**src/rtl/banyan_capture_seq_pkg.sv**
```systemverilog
// Shared state encoding and mode constants for the banyan_mem capture sequencer.
package banyan_seq_pkg;

  typedef enum logic [1:0] {
    IDLE      = 2'd0,
    WAIT_TRIG = 2'd1,
    FILL      = 2'd2,
    HOLDOFF   = 2'd3
  } seq_state_t;

  localparam logic [1:0] MODE_IMM     = 2'd0;
  localparam logic [1:0] MODE_ONESHOT = 2'd1;
  localparam logic [1:0] MODE_AUTO    = 2'd2;

  // Reserved mode 3 falls through to immediate fill.
  function automatic logic mode_waits_trig(input logic [1:0] m);
    return (m == MODE_ONESHOT) || (m == MODE_AUTO);
  endfunction

endpackage

```
**src/rtl/banyan_capture_seq_holdoff_timer.sv**
```systemverilog
// Loadable down-counter that stops at zero; paces the auto re-arm holdoff.
module holdoff_timer #(
  parameter int HW = 16
) (
  input  logic          i_clk,
  input  logic          i_rst,
  input  logic          i_load,
  input  logic [HW-1:0] i_load_val,
  input  logic          i_dec,
  output logic          o_zero
);

  logic [HW-1:0] r_count;

  always_ff @(posedge i_clk or posedge i_rst) begin
    if (i_rst) begin
      r_count <= '0;
    end else if (i_load) begin
      r_count <= i_load_val;
    end else if (i_dec && (r_count != '0)) begin
      r_count <= r_count - HW'(1);
    end
  end

  assign o_zero = (r_count == '0);

endmodule

```
**src/rtl/banyan_capture_seq.sv**
```systemverilog
// Capture sequencer: turns host arm/abort and ext trigger edges into
// banyan_mem reset/run windows, with capture and missed-trigger counters.
module banyan_capture_seq
  import banyan_seq_pkg::*;
#(
  parameter int HW = 16,
  parameter int CW = 16,
  parameter int MW = 8
) (
  input  logic          i_adc_clk,
  input  logic          i_rst,
  input  logic          i_arm,
  input  logic          i_abort,
  input  logic [1:0]    i_mode,
  input  logic [HW-1:0] i_holdoff,
  input  logic          i_ext_trig,
  input  logic          i_data_valid,
  input  logic          i_rollover,
  output logic          o_mem_reset,
  output logic          o_mem_run,
  output logic [1:0]    o_state,
  output logic          o_busy,
  output logic          o_capture_done,
  output logic [CW-1:0] o_capture_count,
  output logic [MW-1:0] o_missed_count
);

  seq_state_t    r_state;
  logic [1:0]    r_mode;
  logic          r_trig_d;
  logic          r_mem_reset;
  logic          r_capture_done;
  logic [CW-1:0] r_capture_count;
  logic [MW-1:0] r_missed_count;

  logic w_trig_edge;
  logic w_fill_done;
  logic w_hold_load;
  logic w_hold_zero;

  assign w_trig_edge = i_ext_trig & ~r_trig_d;
  // The mem_reset cycle belongs to the previous pointer, so a wrap there is stale.
  assign w_fill_done = (r_state == FILL) & i_rollover & ~r_mem_reset & ~i_abort;
  assign w_hold_load = w_fill_done & (r_mode == MODE_AUTO);

  holdoff_timer #(.HW(HW)) u_holdoff (
    .i_clk      (i_adc_clk),
    .i_rst      (i_rst),
    .i_load     (w_hold_load),
    .i_load_val (i_holdoff),
    .i_dec      (r_state == HOLDOFF),
    .o_zero     (w_hold_zero)
  );

  always_ff @(posedge i_adc_clk or posedge i_rst) begin
    if (i_rst) begin
      r_trig_d <= 1'b0;
    end else begin
      r_trig_d <= i_ext_trig;
    end
  end

  always_ff @(posedge i_adc_clk or posedge i_rst) begin
    if (i_rst) begin
      r_state         <= IDLE;
      r_mode          <= MODE_IMM;
      r_mem_reset     <= 1'b0;
      r_capture_done  <= 1'b0;
      r_capture_count <= '0;
    end else begin
      r_mem_reset    <= 1'b0;
      r_capture_done <= 1'b0;
      if (i_abort) begin
        r_state <= IDLE;
      end else begin
        case (r_state)
          IDLE: begin
            if (i_arm) begin
              r_mode <= i_mode;
              if (mode_waits_trig(i_mode)) begin
                r_state <= WAIT_TRIG;
              end else begin
                r_state     <= FILL;
                r_mem_reset <= 1'b1;
              end
            end
          end
          WAIT_TRIG: begin
            if (w_trig_edge) begin
              r_state     <= FILL;
              r_mem_reset <= 1'b1;
            end
          end
          FILL: begin
            if (w_fill_done) begin
              r_capture_done  <= 1'b1;
              r_capture_count <= r_capture_count + CW'(1);
              r_state         <= (r_mode == MODE_AUTO) ? HOLDOFF : IDLE;
            end
          end
          HOLDOFF: begin
            if (w_hold_zero) begin
              r_state <= WAIT_TRIG;
            end
          end
          default: r_state <= IDLE;
        endcase
      end
    end
  end

  always_ff @(posedge i_adc_clk or posedge i_rst) begin
    if (i_rst) begin
      r_missed_count <= '0;
    end else if ((r_state == IDLE) && i_arm && !i_abort) begin
      r_missed_count <= '0;
    end else if (w_trig_edge && ((r_state == FILL) || (r_state == HOLDOFF))
                 && (r_missed_count != '1)) begin
      r_missed_count <= r_missed_count + MW'(1);
    end
  end

  assign o_mem_reset     = r_mem_reset;
  assign o_mem_run       = (r_state == FILL) & ~r_mem_reset & i_data_valid;
  assign o_state         = r_state;
  assign o_busy          = (r_state != IDLE);
  assign o_capture_done  = r_capture_done;
  assign o_capture_count = r_capture_count;
  assign o_missed_count  = r_missed_count;

endmodule

```
**config.mk**
```make
export PLATFORM = sky130hd
export DESIGN_NAME = banyan_capture_seq
export DESIGN_NICKNAME = d
export VERILOG_FILES = /design/src/rtl/banyan_capture_seq_pkg.sv /design/src/rtl/banyan_capture_seq_holdoff_timer.sv /design/src/rtl/banyan_capture_seq.sv
export SDC_FILE = /design/constraint.sdc
export NUM_CORES = 1
export LEC_CHECK = 0
export ABC_CLOCK_PERIOD_IN_PS = 2400
export BUFFER_PORTS_ARGS = -buffer_cell sky130_fd_sc_hd__buf_4
export CAP_MARGIN = 20
export CORE_MARGIN = 2
export CORE_UTILIZATION = 30
export DETAILED_ROUTE_END_ITERATION = 7
export PLACE_DENSITY_LB_ADDON = 0.3
export SYNTH_ARGS = -nofsm -noshare
export SYNTH_HDL_FRONTEND = slang
export SYNTH_SLANG_ARGS = --single-unit
```
**constraint.sdc**
```tcl
create_clock -name i_adc_clk -period 2.4 [get_ports i_adc_clk]
set_clock_uncertainty 0.05 [all_clocks]
set_input_delay 0.48 -clock i_adc_clk [delete_from_list [all_inputs] [get_ports i_adc_clk]]
set_output_delay 0.48 -clock i_adc_clk [all_outputs]
set_load 0.005 [all_outputs]
```
Word level (Yosys, flattened, before mapping)
Index checks and enable logic that the tools add are counted.
{"block": "op_classes", "n_eq_ne": 11, "n_reduce_logical": 17, "muxes": 20, "bitwise_logic": 10, "addsub": 3}
{"cell": "$mux 16", "n": 2}
{"cell": "$add 16x1->16 const B", "n": 1}
{"cell": "$logic_not 16->1", "n": 1}
{"cell": "$mux 8", "n": 2}
{"cell": "$reduce_bool 16->1", "n": 1}
{"cell": "$sub 16x1->16 const B", "n": 1}
{"cell": "$mux 2", "n": 7}
{"cell": "$ne 3x3->1 const B", "n": 4}
{"cell": "$add 8x1->8 const B", "n": 1}
{"cell": "$eq 2x2->1 const B", "n": 4}
{"cell": "$ne 8x8->1 const B", "n": 1}
{"cell": "$pmux 2 s4", "n": 1}
{"cell": "$and 1x1->1", "n": 7}
{"cell": "$mux 1", "n": 7}
{"cell": "$reduce_and 3->1", "n": 2}
{"cell": "$reduce_bool 2->1", "n": 3}
{"cell": "$logic_and 1x1->1", "n": 5}
{"cell": "$eq 2x1->1 const B", "n": 2}
{"cell": "$reduce_and 4->1", "n": 1}
{"cell": "$not 1->1", "n": 3}
{"cell": "$logic_not 2->1", "n": 1}
{"cell": "$logic_or 1x1->1", "n": 2}
{"cell": "$pmux 1 s2", "n": 1}
{"cell": "$logic_not 1->1", "n": 1}
{"block": "totals", "input_bits": 25, "regBits": 47}

Longest topological paths before layout
Gate-level depths: netlist (run 1).
{"block": "logic_depth", "ltp_word": 7, "depth_mapped": 6, "depth_no_buf": 6}

By module
Synthesis (run 1) repeated with hierarchy kept, for this count alone.
{"block": "hier_totals", "hier_cells": 262, "area_unflattened_um2": 2513.7}
{"module": "banyan_capture_seq", "cells_per_inst": 140, "n_inst": 1, "area_each_um2": 1478.9}
{"module": "holdoff_timer", "cells_per_inst": 122, "n_inst": 1, "area_each_um2": 1034.7}

Worst setup path before layout (run 1)
No wires, ideal clock.
{"block": "synth_path", "path_type": "register to register", "startpoint": "reg u_holdoff.r_count[6]", "endpoint": "reg u_holdoff.r_count[15]", "arrival_time_ns": 1.875, "slack_ns": 0.323, "path_stages_with_launch": 6, "cell_sequence": "dfrtp_1 -> or4_1 -> buf_2 -> or3_4 -> o311ai_0 -> o311ai_0"}
{"block": "synth_via", "elab_chain_len": 3, "word_cells_on_any_way": 6}
{"element": "start: declaration", "line": "banyan_capture_seq_holdoff_timer.sv:13", "source": "logic [HW-1:0] r_count;"}
{"element": "start signal: assignment", "line": "banyan_capture_seq_holdoff_timer.sv:19", "source": "r_count <= i_load_val;"}
{"element": "start signal: assignment", "line": "banyan_capture_seq_holdoff_timer.sv:21", "source": "r_count <= r_count - HW'(1);"}
{"element": "$sub 16x1->16 / $reduce_bool 16->1 (equally long branches)", "line": "banyan_capture_seq_holdoff_timer.sv:21, banyan_capture_seq_holdoff_timer.sv:20"}
{"element": "$mux 16 / $logic_and 1x1->1 (equally long branches)", "line": "banyan_capture_seq_holdoff_timer.sv:20", "source": "end else if (i_dec && (r_count != '0)) begin"}
{"element": "$mux 16 / $reduce_bool 2->1 (equally long branches)"}
Parallel ways exist; a longest one is shown, timed or not. The select of a mux whose other input is x is not followed.
A chain may end at the register's enable or synchronous reset.

Worst setup path after layout (run 1)
{"block": "layout_path", "startpoint": "reg u_holdoff.r_count[6]", "endpoint": "reg u_holdoff.r_count[13]"}
The elaborated chain is that of the path after synthesis.

==> flow_metrics.env, run 1 <==
export IMPL_min_path_type="in -> reg"
export IMPL_crit_arrival_ps=2310
export IMPL_grt_max_degree=48
export IMPL_yosysTopAreaCell="dfrtp_1"
export IMPL_numPlacedInstances=415
export IMPL_initial_core_util_pct=30.6
export IMPL_drt_iter0_markers=102
export IMPL_combPwrFrac_pct=25.7
export IMPL_synth_main_ff_cell="dfrtp_1"
export IMPL_num_vias=2187
export IMPL_cp_data_required_time_ps=2510
export IMPL_dpl_hpwl_um=4360
export IMPL_htreeDepth=2
export IMPL_gp_congestion=0.878
export IMPL_hold_viol_final=0
export IMPL_numPortBuffers=54
export IMPL_dp_slack_ps=153
export IMPL_cp_slowest_stage_delay_ps=640
export IMPL_cts_setup_buffers=0
export IMPL_drcViolationCount=0
export IMPL_outcome="completed"
export IMPL_clk_path_buf_depth=2
export IMPL_drt_wl_total_um=5990
export IMPL_overflow=0
export IMPL_fin_tns_setup_ps=0
export IMPL_p_switching_uw=744
export IMPL_insertion_delay_ps=310
export IMPL_cp_startpoint="u_holdoff.r_count[6]"
export IMPL_avgSynthCellArea_um2=9.70
export IMPL_setup_viol_count_final=0
export IMPL_instances_no_fill=423
export IMPL_synth_edff_count=0
export IMPL_synth_cells=257
export IMPL_p_total_mw=2.23
export IMPL_finalWorstSetupSlack_ps=197
export IMPL_final_common_cell="buf_4"
export IMPL_holdWs_ps=233
export IMPL_netlist_area_mm2=0.00249
export IMPL_synth_cell_types=48
export IMPL_drive_above_1_share_pct=26.4
export IMPL_layout_common_cells="buf_4 (64), dfrtp_1 (47), nand2_1 (26)"
export IMPL_io_pins=55
export IMPL_worst_path_dominant_cell_family="simple AND/OR/NAND/NOR gates"
export IMPL_root_buffer="clkbuf_8"
export IMPL_worstMarginPinSlew_ps=964
export IMPL_grt_pass1_vias=2050
export IMPL_syn_to_final_growth_pct=26.6
export IMPL_synth_area_leaders="dfrtp_1 (47%), xnor2_1 (5.6%), nand2_1 (3.9%)"
export IMPL_path_max_fanout=7
export IMPL_wire_per_inst_um=14.2
export IMPL_antenna_cells=0
export IMPL_timing_fmax_ghz=0.454
export IMPL_die_area_mm2=0.00905
export IMPL_p_leak_nw=1.32
export IMPL_p_per_area_mw_per_mm2=708
export IMPL_slew_viol_final=0
export IMPL_cts_reportedPaths_clkPinSlew_ps=90
export IMPL_cts_made_buffers=5
export IMPL_finalCritPeriodShare_pct=91.8
export IMPL_ys_ff_latch=47
export IMPL_switching_share_pct=33.3
export IMPL_path_common_cell="o311ai_0"
export IMPL_yosysSeqAreaShare_pct=47.2
export IMPL_die_w_um=95.2
export IMPL_postCtsHoldBufs=0
export IMPL_nNetsFinal=345
export IMPL_async_reset_ff_share_pct=100
export IMPL_drv_cap=0
export IMPL_core_area_mm2=0.00813
export IMPL_start_kind="flip-flop"
export IMPL_post_dp_cell_area_mm2=0.00306
export IMPL_yosysWarnings=0
export IMPL_synthesis_nets=285
export IMPL_antenna_found_initial=0
export IMPL_p_clk_share_pct=21.9
export IMPL_endpoint_kind="flip-flop"
export IMPL_ant_nets=0
export IMPL_period_minus_slack_ps=2200
export IMPL_worstSetupPathType="reg -> reg"
export IMPL_tritoncts="built"
export IMPL_cts_sinks=47
export IMPL_worstReg2RegStart="u_holdoff.r_count[6]"
export IMPL_fin_util_pct=38.8
export IMPL_p_int_mw=1.49
export IMPL_stdcell_area_mm2=0.00315
export IMPL_crit_chain="or4_1 > or3_4 > o311ai_0 > o311ai_0"
export IMPL_seqPwrFrac_pct=52.4
export IMPL_path_buf_inv=0
export IMPL_vias_per_cell=5.17
export IMPL_peakVddDrop_mv=0.441
export IMPL_rsz0062_at_grt="no"
export IMPL_row_count=33
export IMPL_synthDominantCellAreaShare_pct=47.2
export IMPL_drtPass1Iterations=4
export IMPL_die_h_um=95.2
export IMPL_min_from="i_ext_trig"
export IMPL_relSlewSlack_pct=34.7
export IMPL_grtUsageTotal_pct=14.0
export IMPL_cp_slowest_cell="or4_1"
export IMPL_grt_pass1_wl_um=9930
==> power by group through the flow <==
stage | combinational [mW] | sequential, mW | clock, mW
2_1_floorplan | 0.369 | 1.13 | 0
3_3_place_gp | 0.573 | 1.17 | 0
3_5_place_dp | 0.581 | 1.18 | 0
4_1_cts | 0.584 | 1.17 | 0.516
5_1_grt | 0.657 | 1.20 | 0.542
6_report | 0.574 | 1.17 | 0.489
==> path summary, 6_finish.rpt <==
path | end | slack (ps) | cells after the start
min in group asynchronous | u_holdoff.r_count[12] | 280 | 3
max in group asynchronous | o_capture_count[8] | 1600 | 3
worst min register to register | r_mode[0] | 420 | 2
worst max register to register | u_holdoff.r_count[13] | 200 | 4
worst min-delay path | r_trig_d | 230 | 1
worst max-delay path | u_holdoff.r_count[13] | 200 | 4
==> cell type report <==
class	instances	area, um2
Fill cell	817	4980
Timing Repair Buffer	64	480
Clock inverter	2	17.5
Tap cell	105	131
Inverter	5	18.8
Clock buffer	6	72.6
Multi-Input combinational cell	194	1260
Sequential cell	47	1180
==> cell usage after synthesis, types with 4 or more instances <==
cell type and count:
dfrtp_1 47, nand2_1 26, nor2_1 18, xnor2_1 16
nand3_1 14, clkbuf_1 9, o31ai_1 9, a31oi_1 8
o21ai_0 8, or4_1 8, nor3_1 7, a21oi_1 6
nand4_1 6, o311ai_0 6, and3_1 5, inv_1 5
or2_2 5, or3_1 5, o211ai_1 4
==> logic make-up (layout without fill, tap and decap cells) <==
group | after synthesis | in the layout | share of synthesized area [%]
simple gates | 117 | 117 | 26.4
compound gates | 52 | 52 | 14.5
flops | 47 | 47 | 47.2
xor+xnor | 18 | 18 | 6.33
buf+inv | 16 | 77 | 2.51
mux | 4 | 4 | 1.66
fa+ha+maj | 3 | 3 | 1.51
==> repair_timing <==
item	CTS	global route
gates resized for setup	0	1
setup endpoints to repair	0	1
endpoints found under the hold margin	0	0
==> state kept, by name (all words and copies together), names as in the netlist <==
signal / cells
o_capture_count: 16
o_capture_done: 1
o_mem_reset: 1
o_missed_count: 8
o_state: 2
r_mode: 2
r_trig_d: 1
u_holdoff.r_count: 16
==> metal layers <==
layer | vias up | GRT usage, % | routed length (um)
li1 | 1070 | - | -
met1 | 1056 | 19.1 | 2790
met2 | 55 | 21.8 | 2800
met3 | 6 | 4.19 | 328
met4 | 0 | 3.26 | 68
met5 | - | 0 | 0
No activity file was read; power rests on OpenSTA's default activity.
==> run 2, diff against run 1 <==
--- a/config.mk
+++ b/config.mk
@@ -5,7 +5,7 @@
 export SDC_FILE = /design/constraint.sdc
 export NUM_CORES = 1
 export LEC_CHECK = 0
-export ABC_CLOCK_PERIOD_IN_PS = 2400
+export ABC_CLOCK_PERIOD_IN_PS = 1950
 export BUFFER_PORTS_ARGS = -buffer_cell sky130_fd_sc_hd__buf_4
 export CAP_MARGIN = 20
 export CORE_MARGIN = 2
==> constraint.sdc (replaced) <==
create_clock -name i_adc_clk -period 1.95 [get_ports i_adc_clk]
set_clock_uncertainty 0.05 [all_clocks]
set_input_delay 0.39 -clock i_adc_clk [delete_from_list [all_inputs] [get_ports i_adc_clk]]
set_output_delay 0.39 -clock i_adc_clk [all_outputs]
set_load 0.005 [all_outputs]
==> run 2 against run 1 <==
Effect of this change:
- the run now ends with negative setup slack left
- routed wire length grew 6.3%
- total power grew 37%
- sequential share of layout area shrank 3.6 points
- critical path depth is the same
- worst hold slack lost 190 ps
- first-iteration DRC count shrank 58%
- worst setup slack lost 290 ps
- clock power grew 20%
- sequential power grew 17%
- non-clock buffer count grew 34
- critical endpoint is now u_holdoff.r_count[14]
- largest cell class unchanged
- highest routed layer unchanged
==> flow_metrics.env, run 2 (synthesized netlist as in run 1, its figures left out) <==
export IMPL_drtPass1Iterations=4
export IMPL_grt_pass1_wl_um=10600
export IMPL_finalCritPeriodShare_pct=105
export IMPL_violations="negative setup slack"
export IMPL_p_leak_nw=1.51
export IMPL_die_area_mm2=0.00905
export IMPL_worstSetupPathType="reg -> reg"
export IMPL_cts_sinks=47
export IMPL_vias_per_cell=5.05
export IMPL_cts_reportedPaths_clkPinSlew_ps=90
export IMPL_fillCellCount=825
export IMPL_row_count=33
export IMPL_drive_above_1_share_pct=36.6
export IMPL_antenna_found_initial=0
export IMPL_final_common_cell="buf_4"
export IMPL_relSlewSlack_pct=69.6
export IMPL_dpl_hpwl_um=4800
export IMPL_initial_core_util_pct=30.6
export IMPL_start_kind="flip-flop"
export IMPL_hold_viol_final=0
export IMPL_num_vias=2310
export IMPL_setup_viol_count_final=4
export IMPL_holdWs_ps=45.7
export IMPL_post_dp_cell_area_mm2=0.00331
export IMPL_grtUsageTotal_pct=14.8
export IMPL_regArea_mm2=0.00118
export IMPL_numPortBuffers=54
export IMPL_wl_met2_um=2990
export IMPL_syn_to_final_growth_pct=40.0
export IMPL_die_w_um=95.2
export IMPL_dp_slack_ps=-107
export IMPL_wire_per_inst_um=13.9
export IMPL_outcome="finished with violations"
export IMPL_p_total_mw=3.06
export IMPL_drt_wl_total_um=6360
export IMPL_fin_tns_setup_ps=-110
export IMPL_grt_max_degree=30
export IMPL_cp_data_required_time_ps=2120
export IMPL_path_max_fanout=6
export IMPL_peakVddDrop_mv=0.478
export IMPL_antenna_cells=0
export IMPL_p_per_area_mw_per_mm2=877
export IMPL_rsz0062_at_grt="yes"
export IMPL_min_path_type="in -> async"
export IMPL_root_buffer="clkbuf_8"
export IMPL_gp_congestion=0.800
export IMPL_insertion_delay_ps=300
export IMPL_top_layer="met4"
export IMPL_dr_wl_met3_um=282
export IMPL_finalWorstSetupSlack_ps=-92.3
export IMPL_period_minus_slack_ps=2040
export IMPL_drt_iter0_markers=43
export IMPL_grt_pass1_vias=2283
export IMPL_drcViolationCount=0
export IMPL_clk_path_buf_depth=2
export IMPL_stdcell_area_mm2=0.00349
export IMPL_ant_nets=0
export IMPL_cp_startpoint="u_holdoff.r_count[5]"
export IMPL_worstReg2RegStart="u_holdoff.r_count[5]"
export IMPL_crit_arrival_ps=2210
export IMPL_timing_fmax_ghz=0.490
export IMPL_htreeDepth=2
export IMPL_io_pins=55
export IMPL_layout_common_cells="buf_4 (97), dfrtp_1 (47), nand2_1 (26)"
export IMPL_overflow=0
export IMPL_tritoncts="built"
export IMPL_drv_cap=0
export IMPL_endpoint_kind="flip-flop"
export IMPL_drt_met1_wl_um=3010
export IMPL_core_area_mm2=0.00813
export IMPL_cts_made_buffers=5
export IMPL_multi_input_area_mm2=0.00133
export IMPL_slew_viol_final=0
export IMPL_die_h_um=95.2
export IMPL_nNetsFinal=379
export IMPL_worstMarginPinSlew_ps=455
-- run 2: cell count changes in the layout (fill, tap and decap cells not counted), moves of 2 or more --
cell      previous run  this run
o311ai_2             0         3
clkinv_4             2         0
o311ai_0             6         2
or4_1                7         5
inv_2                1         3
buf_4               64        97
inv_1                4         2
or4_4                1         3
o31ai_1              9         7
o31ai_2              0         2
-- run 2: worst max-delay path, stage by stage (launching register included) --
cell	delay [ps]
dfrtp_1	380
or4_4	590
or2_1	280
or4b_1	490
a31oi_1	180
-- run 2: through the flow --
step | cells | util [%]
3_3_place_gp | 446 | 40.6
2_1_floorplan | 257 | -
3_5_place_dp | 446 | 40.6
4_1_cts | 454 | 42.1
5_1_grt | 457 | 42.9
6_report | 457 | 42.9
-- run 2: path summary, 6_finish.rpt --
check / end / slack [ps] / cells after the start
worst max-delay path: u_holdoff.r_count[14] / -90 / 4
worst min-delay path: u_holdoff.r_count[10] / 50 / 2
max in group asynchronous: o_capture_count[2] / 1300 / 3
worst min register to register: o_capture_count[15] / 430 / 1
min in group i_adc_clk: r_trig_d / 150 / 1
worst max register to register: u_holdoff.r_count[14] / -90 / 4
-- run 2: area by class of cell --
type	count	share of cell area, %
multi-input combinational	194	38.1
sequential	47	33.7
timing repair buffer	98	21.4
clock inverter	2	0.359
tap	105	3.77
inverter	5	0.538
clock buffer	6	2.08
-- run 2: per-layer routing --
| metal | up-vias | track usage, % |
|---|---|---|
| met5 | - | 0 |
| li1 | 1142 | - |
| met3 | 7 | 2.92 |
| met2 | 52 | 23.5 |
| met4 | 0 | 4.71 |
| met1 | 1109 | 20.4 |
-- run 2: what timing repair did --
| action | in CTS | in global routing |
|---|---|---|
| pin swaps | 4 | 9 |
| hold buffers | 0 | 0 |
| endpoints found under the setup margin | 12 | 12 |
| gates resized for setup | 7 | 11 |
| buffers inserted | 0 | 3 |
-- run 2: report_power, final --
part	total, mW	switching, mW	internal, mW	leakage [nW]
combinational	1.10	0.487	0.612	0.884
sequential	1.37	0.173	1.20	0.586
clock	0.588	0.337	0.251	0.0412
==> run 3, diff against run 2 <==
--- a/config.mk
+++ b/config.mk
@@ -11,7 +11,6 @@
 export CORE_MARGIN = 2
 export CORE_UTILIZATION = 30
 export DETAILED_ROUTE_END_ITERATION = 7
-export PLACE_DENSITY_LB_ADDON = 0.3
 export SYNTH_ARGS = -nofsm -noshare
 export SYNTH_HDL_FRONTEND = slang
 export SYNTH_SLANG_ARGS = --single-unit
==> run 3 against run 2 <==
Effect of this change:
- the run still ends with negative setup slack left
- worst hold slack better by 37 ps
- clock-buffer cell count did not move
- flip-flop and latch count stayed put
- combinational power increased by 4%
- fmax is 1.2% higher
- global-route usage decreased by 0.38 points
- cell count up 0.44%
- die area stayed put
- register-to-register slack better by 20 ps
- first-iteration DRC count grew 49%
- sequential share of layout area fell by 0.65 points
- critical path depth unchanged
==> flow_metrics.env, run 3 (synthesized netlist as in run 1, its figures left out) <==
export IMPL_drt_met1_wl_um=2940
export IMPL_clk_path_buf_depth=2
export IMPL_p_clk_share_pct=22.8
export IMPL_outcome="finished with violations"
export IMPL_grt_max_degree=48
export IMPL_postCtsHoldBufs=0
export IMPL_min_path_type="in -> async"
export IMPL_final_common_cell="buf_4"
export IMPL_io_pins=55
export IMPL_drive_above_1_share_pct=37.0
export IMPL_violations="negative setup slack"
export IMPL_switching_share_pct=30.5
export IMPL_gp_congestion=0.847
export IMPL_regArea_mm2=0.00118
export IMPL_grt_pass1_vias=2200
export IMPL_cts_reportedPaths_clkPinSlew_ps=90
export IMPL_relSlewSlack_pct=72.6
export IMPL_antenna_cells=0
export IMPL_num_vias=2279
export IMPL_p_per_area_mw_per_mm2=914
export IMPL_endpoint_kind="flip-flop"
export IMPL_wl_met2_um=3010
export IMPL_htreeDepth=2
export IMPL_grtUsageTotal_pct=14.5
export IMPL_overflow=0
export IMPL_wire_per_inst_um=13.7
export IMPL_worst_path_dominant_cell_family="simple AND/OR/NAND/NOR gates"
export IMPL_vias_per_cell=4.97
export IMPL_worstMarginPinSlew_ps=410
export IMPL_numPlacedInstances=444
export IMPL_cts_made_buffers=5
export IMPL_core_area_mm2=0.00813
export IMPL_cp_slowest_stage_delay_ps=570
export IMPL_p_switching_uw=990
export IMPL_top_layer="met4"
export IMPL_nNetsFinal=381
export IMPL_start_kind="flip-flop"
export IMPL_stdcell_area_mm2=0.00356
export IMPL_fillCellCount=817
export IMPL_cts_sinks=47
export IMPL_rsz0062_at_grt="yes"
export IMPL_dpl_hpwl_um=4570
export IMPL_hold_viol_final=0
export IMPL_timing_fmax_ghz=0.496
export IMPL_cp_data_required_time_ps=2110
export IMPL_seqPwrFrac_pct=42.1
export IMPL_finalCritPeriodShare_pct=103
export IMPL_tritoncts="built"
export IMPL_instances_no_fill=459
export IMPL_combPwrFrac_pct=35.1
export IMPL_numPortBuffers=54
export IMPL_drt_iter0_markers=64
export IMPL_insertion_delay_ps=290
export IMPL_path_max_fanout=6
export IMPL_die_w_um=95.2
export IMPL_cp_slowest_cell="or4_4"
export IMPL_initial_core_util_pct=30.6
export IMPL_antenna_found_initial=0
export IMPL_crit_chain="or4_4 > or2_1 > or4b_1 > a31oi_1"
export IMPL_ant_nets=0
export IMPL_multi_input_area_mm2=0.00135
export IMPL_p_int_mw=2.26
export IMPL_row_count=33
export IMPL_rrSetupSlack_ps=-70
export IMPL_finalWorstSetupSlack_ps=-67.8
export IMPL_drt_wl_total_um=6290
export IMPL_syn_to_final_growth_pct=42.7
export IMPL_slew_viol_final=0
export IMPL_drv_cap=0
export IMPL_die_area_mm2=0.00905
export IMPL_dr_wl_met3_um=291
export IMPL_peakVddDrop_mv=0.618
export IMPL_post_dp_cell_area_mm2=0.00329
export IMPL_layout_common_cells="buf_4 (98), dfrtp_1 (47), nand2_1 (26)"
export IMPL_period_minus_slack_ps=2020
export IMPL_p_leak_nw=1.57
export IMPL_setup_viol_count_final=4
export IMPL_worstSetupPathType="reg -> reg"
export IMPL_drcViolationCount=0
export IMPL_crit_arrival_ps=2180
export IMPL_root_buffer="clkbuf_8"
export IMPL_drtPass1Iterations=5
export IMPL_grt_pass1_wl_um=10500
export IMPL_path_buf_inv=0
export IMPL_die_h_um=95.2
export IMPL_fin_util_pct=43.7
## run 3: cell types whose count changed in the layout (fill, tap and decap cells not counted), sizes merged
cell      delta
bufinv       +1
clkinvlp     -1
buf          +2
## run 3: stage by stage
stage | hold WS [ps] | setup WS [ps] | total power, mW | TNS (ps)
2_1_floorplan | 371 | -62.9 | 1.86 | -216
3_3_place_gp | 407 | -156 | 2.36 | -494
3_5_place_dp | 412 | -150 | 2.39 | -739
4_1_cts | 91.0 | -74.5 | 3.19 | -183
5_1_grt | 94.5 | -140 | 3.47 | -712
6_report | 82.8 | -67.8 | 3.25 | -125
## run 3: power groups by stage
stage               Combinational, mW  Sequential, mW  Clock [mW]
floorplan                       0.464            1.40           0
global placement                 1.00            1.36           0
detailed placement               1.01            1.37           0
CTS                              1.05            1.37       0.772
global route                     1.26            1.40       0.811
finish                           1.14            1.37       0.742
## run 3: final timing paths
check,from,endpoint,depth (start not counted)
setup / recovery,u_holdoff.r_count[2],u_holdoff.r_count[14],4
hold / removal,i_rst,u_holdoff.r_count[12],3
setup reg to reg,u_holdoff.r_count[2],u_holdoff.r_count[14],4
hold reg to reg,r_mode[0],r_mode[0],2
max in group asynchronous,i_rst,o_missed_count[5],3
min in group i_adc_clk,i_ext_trig,r_trig_d,1
## run 3: cell type report
type                            count  area share, %
Clock buffer                        6           2.32
Clock inverter                      2          0.985
Inverter                            5          0.528
Multi-Input combinational cell    194           37.8
Sequential cell                    47           33.1
Tap cell                          105           3.69
Timing Repair Buffer              100           21.6
## run 3: what timing repair did
action                                  in CTS  in global routing
resized for setup                            6                 15
buffers inserted                             1                  6
pin swaps                                    8                 11
endpoints found under the setup margin      11                 11
## run 3: per-layer routing
| layer | vias up | track usage, % |
|---|---|---|
| li1 | 1143 | - |
| met4 | 0 | 3.62 |
| met3 | 7 | 2.85 |
| met5 | - | 0 |
| met2 | 50 | 23.3 |
| met1 | 1079 | 19.9 |
## run 3: worst register-to-register path: stages, from the launching register on
cell and delay (ps):
dfrtp_1 380, or4_4 570, or2_1 270, or4b_1 470, a31oi_1 190
